**src/rtl/plastic_neuron_mac.sv**
```systemverilog
// plastic_neuron_mac
//   A single neuron: multiply-accumulate of N_IN signed inputs against N_IN
//   stored weights, one synapse per cycle, with an optional error-driven
//   weight update (delta = (x*err) >>> LR_SHIFT, saturating) after each result.
//
// Ports
//   clk, rst_n        rising-edge clock, asynchronous active-low reset
//   in_valid/ready    input vector handshake, in_data packs synapse i at [i*DW +: DW]
//   learn_en          sampled at the result handshake: 1 -> learn, 0 -> idle
//   err_valid/ready   error sample handshake, err_data signed DW
//   out_valid/ready   result handshake, out_data signed ACC_W (0 when not valid)
//   wt_sel, wt_rdata  combinational weight readback
//   dbg_state         current FSM state (IDLE=0, MAC=1, OUT=2, LEARN=3)
//
// Handshake rule for every channel: a transfer happens on a rising edge where
// valid and ready are both 1; the producer holds data stable until then.

module plastic_neuron_mac #(
    parameter int N_IN     = 4,
    parameter int DW       = 16,
    parameter int WW       = 16,
    parameter int ACC_W    = 40,
    parameter int LR_SHIFT = 4,
    parameter int W_INIT   = 1000,
    localparam int CW      = (N_IN > 1) ? $clog2(N_IN) : 1
) (
    input  logic                  clk,
    input  logic                  rst_n,
    input  logic                  in_valid,
    output logic                  in_ready,
    input  logic [N_IN*DW-1:0]    in_data,
    input  logic                  learn_en,
    input  logic                  err_valid,
    output logic                  err_ready,
    input  logic [DW-1:0]         err_data,
    output logic                  out_valid,
    input  logic                  out_ready,
    output logic [ACC_W-1:0]      out_data,
    input  logic [CW-1:0]         wt_sel,
    output logic [WW-1:0]         wt_rdata,
    output logic [1:0]            dbg_state
);

    localparam int PW = DW + WW;
    // Wide enough to hold w + delta without overflow before saturation.
    localparam int SW = ((2 * DW > WW) ? 2 * DW : WW) + 1;
    localparam logic [CW-1:0] LAST = CW'(N_IN - 1);
    localparam logic signed [SW-1:0] W_MAX = $signed({{(SW-WW+1){1'b0}}, {(WW-1){1'b1}}});
    localparam logic signed [SW-1:0] W_MIN = $signed({{(SW-WW+1){1'b1}}, {(WW-1){1'b0}}});

    typedef enum logic [1:0] {IDLE = 2'd0, MAC = 2'd1, OUT = 2'd2, LEARN = 2'd3} state_t;

    state_t                  state_q, state_d;
    logic [N_IN*DW-1:0]      x_q, x_d;
    logic signed [ACC_W-1:0] acc_q, acc_d;
    logic [CW-1:0]           cnt_q, cnt_d;
    logic signed [DW-1:0]    err_q, err_d;
    logic                    cap_q, cap_d;      // error captured, updates in progress
    logic signed [WW-1:0]    w_q [N_IN];

    logic                    w_we;
    logic signed [WW-1:0]    w_new;

    // Operands of the currently selected synapse.
    logic signed [DW-1:0]    x_cur;
    logic signed [WW-1:0]    w_cur;
    logic signed [PW-1:0]    mac_prod;
    logic signed [2*DW-1:0]  lrn_prod;
    logic signed [2*DW-1:0]  delta;
    logic signed [SW-1:0]    w_sum;

    assign x_cur    = x_q[cnt_q*DW +: DW];
    assign w_cur    = w_q[cnt_q];
    assign mac_prod = $signed({{WW{x_cur[DW-1]}}, x_cur}) * $signed({{DW{w_cur[WW-1]}}, w_cur});
    assign lrn_prod = $signed({{DW{x_cur[DW-1]}}, x_cur}) * $signed({{DW{err_q[DW-1]}}, err_q});
    // Arithmetic shift of a signed value rounds toward minus infinity.
    assign delta    = lrn_prod >>> LR_SHIFT;
    assign w_sum    = $signed({{(SW-WW){w_cur[WW-1]}}, w_cur})
                    + $signed({{(SW-2*DW){delta[2*DW-1]}}, delta});

    always_comb begin
        if (w_sum > W_MAX)      w_new = W_MAX[WW-1:0];
        else if (w_sum < W_MIN) w_new = W_MIN[WW-1:0];
        else                    w_new = w_sum[WW-1:0];
    end

    always_comb begin
        state_d = state_q;
        x_d     = x_q;
        acc_d   = acc_q;
        cnt_d   = cnt_q;
        err_d   = err_q;
        cap_d   = cap_q;
        w_we    = 1'b0;
        case (state_q)
            IDLE: begin
                if (in_valid) begin
                    x_d     = in_data;
                    acc_d   = '0;
                    cnt_d   = '0;
                    state_d = MAC;
                end
            end
            MAC: begin
                acc_d = acc_q + $signed({{(ACC_W-PW){mac_prod[PW-1]}}, mac_prod});
                cnt_d = cnt_q + 1'b1;
                if (cnt_q == LAST) begin
                    cnt_d   = '0;
                    state_d = OUT;
                end
            end
            OUT: begin
                if (out_ready) begin
                    cap_d   = 1'b0;
                    state_d = learn_en ? LEARN : IDLE;
                end
            end
            LEARN: begin
                if (!cap_q) begin
                    if (err_valid) begin
                        err_d = err_data;
                        cap_d = 1'b1;
                        cnt_d = '0;
                    end
                end else begin
                    w_we  = 1'b1;
                    cnt_d = cnt_q + 1'b1;
                    if (cnt_q == LAST) begin
                        cnt_d   = '0;
                        cap_d   = 1'b0;
                        state_d = IDLE;
                    end
                end
            end
            default: state_d = IDLE;
        endcase
    end

    always_ff @(posedge clk or negedge rst_n) begin
        if (!rst_n) begin
            state_q <= IDLE;
            x_q     <= '0;
            acc_q   <= '0;
            cnt_q   <= '0;
            err_q   <= '0;
            cap_q   <= 1'b0;
            for (int i = 0; i < N_IN; i++) w_q[i] <= WW'(W_INIT);
        end else begin
            state_q <= state_d;
            x_q     <= x_d;
            acc_q   <= acc_d;
            cnt_q   <= cnt_d;
            err_q   <= err_d;
            cap_q   <= cap_d;
            if (w_we) w_q[cnt_q] <= w_new;
        end
    end

    assign in_ready  = (state_q == IDLE);
    assign out_valid = (state_q == OUT);
    assign err_ready = (state_q == LEARN) && !cap_q;
    assign out_data  = out_valid ? acc_q : '0;
    assign wt_rdata  = w_q[wt_sel];
    assign dbg_state = state_q;

endmodule

```
**config.mk**
```make
export PLATFORM = sky130hd
export DESIGN_NAME = plastic_neuron_mac
export DESIGN_NICKNAME = d
export VERILOG_FILES = /design/src/rtl/plastic_neuron_mac.sv
export SDC_FILE = /design/constraint.sdc
export NUM_CORES = 2
export LEC_CHECK = 0
export CAP_MARGIN = 20
export CORE_MARGIN = 5
export CORE_UTILIZATION = 40
export CTS_BUF_LIST = sky130_fd_sc_hd__clkbuf_8
export CTS_CLUSTER_DIAMETER = 80
export CTS_CLUSTER_SIZE = 12
export DETAILED_ROUTE_END_ITERATION = 12
export HOLD_SLACK_MARGIN = 0.05
export SETUP_SLACK_MARGIN = 0.15
export SLEW_MARGIN = 15
export SYNTH_ARGS = -nofsm -noshare
export SYNTH_HDL_FRONTEND = slang
export SYNTH_SLANG_ARGS = --single-unit
```
**constraint.sdc**
```tcl
create_clock -name clk -period 9.23 [get_ports clk]
set_input_delay 1.3845 -clock clk [delete_from_list [all_inputs] [get_ports clk]]
set_output_delay 1.3845 -clock clk [all_outputs]
set_load 0.005 [all_outputs]
```
* Word-level counts from Yosys, hierarchy flattened
Cells that the tools add are included.
W data, S select, Z words.
** Word-level totals
- Register bits :: 189
- Latch bits :: 0
- Bits in writable memories :: 0
- Bits in read-only memories :: 0
- Bits of input ports :: 88
- Output and inout port bits :: 61
- Logic and storage cells :: 80
- Memories :: 0
** Cells by class
- $add $sub $neg :: 3
- $mul :: 2
- Divide/modulo/power cells :: 0
- $lt $le $gt $ge :: 5
- Equality and inequality tests :: 10
- Shift-type cells :: 1
- Multiplexer cells :: 33
- Bitwise gates (word level) :: 3
- Reductions and logical operators :: 13
** Operator list (number)
- $mux W16 :: 7
- $mux W40 :: 2
- $pmux W40 S2 :: 1
- $bmux W16 S2 :: 2
- $bwmux W64 :: 1
- $mul A16 B16 Y32 :: 2
- $shiftx A64 B7 Y16 :: 1
- $add A40 B32 Y40 :: 1
- $demux W16 S2 :: 1
- $add A16 B28 Y29 :: 1
- $gt A29 B16 Y1 const B :: 1
- $lt A29 B16 Y1 const B :: 1
- $mux W2 :: 10
- $ne A2 B2 Y1 const B :: 4
- $pmux W2 S4 :: 1
- $eq A2 B2 Y1 const B :: 3
- $ge A3 B3 Y1 const B :: 2
- $mux W1 :: 6
- $not A2 Y3 :: 2
- $pmux W2 S3 :: 1
- $reduce_and A2 Y1 :: 3
- $reduce_and A3 Y1 :: 2
- $reduce_and A5 Y1 :: 1
- $reduce_bool A2 Y1 :: 2
- other kinds (11) :: 12

* Logic depth before layout (Yosys ltp)
- Depth in word-level cells :: 9
- Mapped depth :: 43
- Gate-level depth less buffers :: 38

* Least setup slack after synthesis
No wires, ideal clock.
- Kind :: reg2reg
- Start :: register cnt_q[0]
- End :: register w_q[10] (netlist bit)
- Library setup time :: 0.131 ns
- Data arrival time :: 9.478 ns
- Data required time :: 9.099 ns
- Slack :: -0.379 ns
- Stages on the path, launching flop included :: 38
- Buffers on the path :: 4
- Period minus slack after synthesis :: 9.609 ns
- Path through :: dfrtp_1 -> buf_2 -> buf_1 -> mux4_2 -> clkbuf_1 -> and2_1 -> fa_1 -> inv_1 -> fa_1 -> fa_1 -> inv_1 -> fa_1 -> fa_1 -> inv_1 -> fa_1 -> inv_1 -> ha_1 -> a211o_1 -> [... 2 more ...] -> o311a_1 -> a21oi_1 -> nor2_1 -> a21o_1 -> a21oi_1 -> xnor2_1 -> ha_1 -> nand4_1 -> nor4_1 -> and3_1 -> a22oi_1 -> a31o_2 -> a211oi_1 -> nor4bb_1 -> nand3_1 -> o22ai_1 -> buf_4 -> o22ai_2
** Between the ends
- Cells in the longest elaborated chain, start to end :: 9
- Elaborated cells on any way between the ends :: 17
- Those cells by class :: add/sub: 1; mul: 1; order compare: 4; shift: 1; mux: 8; bitwise: 1; reduce/logical: 1
** RTL lines
- start, declared :: RTL line 56 : logic [CW-1:0] cnt_q, cnt_d;
- start signal, assigned :: RTL line 152 : cnt_q <= cnt_d;
- parallel branches: the longest is 8 deep, another holds $mul A16 B16 Y32
- $bwmux W64 * :: RTL line 155 : if (w_we) w_q[cnt_q] <= w_new;
- end signal, assigned by index :: RTL line 155
- end, declared :: RTL line 59 : logic signed [WW-1:0] w_q [N_IN];
Mark *: on every way between the ends. The select of a mux whose other input is x is not followed.
A chain may end at the register's enable or synchronous reset.

* Worst setup path in the final report
- Start :: register cnt_q[0]
- End :: register w_q[46] (netlist bit)
The elaborated chain is that of the path after synthesis.

==> results.cfg <==
[critical_path]
path_max_fanout = 8
worst_setup_path_start_kind = flip-flop
path_common_cell = fa_1
crit_type = flip-flop to flip-flop
crit_family = adder cells
reg2reg_slack_ns = -0.05
crit_buf_inv = 10
crit_arrival_ns = 9.79
cp_num_cells = 35
endpoint = w_q[46]
r2r_cells = 35
worstSetupEndpointType = flip-flop
crit_path_start = cnt_q[0]
rr_endpoint = w_q[46]
crit_path_max_incr_delay_ns = 0.63
critPathSlowestCell = mux4_2
worst-endpoint-required_ns = 9.73
rr_startpoint = cnt_q[0]

[run]
max_cap_viol_count = 0

[detailed_routing]
drtIter0Drc = 1574
vias = 25895
final_antenna_net_count = 0
vias_per_cell = 5.22
first_pass_iters = 6
routedWlPerCell_um = 20.4
drc = 0
drt_wl_total_um = 101000

[global_routing]
first_global_vias = 27619
grt_max_degree = 81
grt_pass1_wl_um = 161000
grt.total_usage_pct = 23.1
antenna_found_initial = 2
gr-total-overflow = 0

[clock_network]
htree_levels = 4
clock_latency_ns = 0.60
ctsLongestPathBuffers = 2
cts_tree = done
cts_root_buf = clkbuf_8
clkTransAtPathRegs_ns = 0.11
cts.sinks = 189
cts_buffers = 17
hold_buffers = 0

[floorplan]
initial_utilization_pct = 40.2
die_x_um = 297
ioPinCount = 149
core_mm2 = 0.0818
floorplan.die_area_mm2 = 0.0882
die-height_um = 297
std_cell_rows = 105

[placement]
gp_congestion = 0.902
dp_hpwl_um = 80900
placed_area_mm2 = 0.0373
portBuffers = 148

[sta]
maxClockFrequency_ghz = 0.108
fin_ws_ns = -0.0515
worst_pin_slew_ns = 1.00
skew_ns = 0.0351
rsz0062_at_grt = yes
finalSetupViolations = 36
slew_viol_final = 0
hold_viol_final = 0
fin_crit_ns = 9.28
slew_headroom_pct = 33.0
period_share_pct = 101

[synth]
avgSynthCellArea_um2 = 9.32
synth_cell_types = 83
synth-seq-cells = 189
synth-main-ff-cell = dfrtp_1
synthArstFlopShare_pct = 100
ys_seq_area_share_pct = 14.5
yosys_warnings = 0
syn-cell-area_mm2 = 0.0329
synth_edf_count = 0
syn_nets = 4443
synthCells = 3534

[min_path]
min_path_type = flip-flop to flip-flop

[run_status]
outcome = complete, but fails checks
violations = negative setup slack

[layout]
syn2layout_area_growth_pct = 19.1
drive_gt1_share_pct = 16.4
seq_area_mm2 = 0.00476
multi_input_area_mm2 = 0.0260
final_area_mm2 = 0.0392
fillers = 7772
postLayoutCoreUtil_pct = 47.9
layout.nets = 4781
## final cells by class
| class | count | share of cell area (%) |
|---|---|---|
| timing repair buffer | 478 | 11.0 |
| clock buffer | 18 | 0.631 |
| clock inverter | 14 | 0.504 |
| antenna | 1 | 0.00638 |
| sequential | 189 | 12.1 |
| tap | 1070 | 3.41 |
| multi-input combinational | 2563 | 66.3 |
| inverter | 623 | 5.97 |
## per-stage QoR
step	setup WS [ns]	hold slack, ns	setup TNS, ns	instances
6_report	-0.0515	0.489	-0.712	4956
5_1_grt	-0.409	0.500	-21.33	4956
4_1_cts	-0.0571	0.488	-1.40	4938
3_5_place_dp	-0.299	0.461	-15.80	4871
3_3_place_gp	-0.256	0.455	-12.36	4871
2_1_floorplan	0.230	0.440	0	3534
## logic make-up after synthesis
group / synth area share [%]
AND/OR/NAND/NOR: 16.0
adder cells (fa/ha/maj): 44.7
buffers and inverters: 9.24
AO/OA/AOI/OAI: 9.13
flip-flops: 14.5
XOR/XNOR: 2.29
multiplexers: 4.14
## worst min path at each step
stage / depth (start not counted) / end / from / slack, ns
floorplan: 2 / x_q[31] / x_q[31] / 0.44
global placement: 2 / x_q[57] / x_q[57] / 0.45
detailed placement: 2 / x_q[60] / x_q[60] / 0.46
CTS: 2 / x_q[60] / x_q[60] / 0.49
global route: 2 / x_q[60] / x_q[60] / 0.50
finish: 2 / x_q[18] / x_q[18] / 0.49
## layout by cell type (no fill, tap or decap), types with 65 or more instances in the layout
master           instances
inv_1                  619
fa_1                   590
nand2_1                542
buf_4                  287
ha_1                   221
and2_1                 191
dfrtp_1                164
clkdlybuf4s50_1        147
nor2_1                 140
o21ai_0                117
a21oi_1                 67
xnor2_1                 65
## tightest hold or removal path: stages, from the launching register on
cell and delay, ns:
dfrtp_1 0.36, nand2_1 0.05, nand2_1 0.06
## state kept, by name, summed over array words and instances (netlist names)
register and count:
w_q 64, x_q 64, acc_q 40, err_q 16, cnt_q 2, dbg_state 2, cap_q 1
## Yosys cell counts (41+ instances only)
master	instances	area share, %
a21o_1	51	1.2
a21oi_1	78	1.2
and2_1	203	3.9
clkbuf_1	122	1.4
dfrtp_1	165	13
fa_1	593	36
ha_1	228	8.7
inv_1	623	7.1
mux4_2	41	2.8
nand2_1	547	6.2
nand3_1	53	0.81
nor2_1	147	1.7
nor2b_1	58	1.1
o21ai_0	132	2.0
xnor2_1	67	1.8
## layer usage
layer / global-route usage [%] / up-vias / part of all wire, % / wire length, µm
met4: 5.31 / 0 / 2.0 / 2010
met5: 0 / - / 0 / 0
li1: - / 11799 / - / -
met2: 38.1 / 776 / 48 / 48200
met1: 32.6 / 13218 / 45 / 45100
met3: 3.52 / 102 / 5.7 / 5800
## repair_timing
item                                   CTS  global route
setup buffers                           27            16
gates resized for setup                101           109
cloned                                   8             1
endpoints found under the hold margin    0             0
pin swaps                               39            53
setup endpoints to repair               60            67
Power is left out: the tool's default activity adds up to more than one toggle a clock period on the data nets, which glitch-free logic cannot reach.
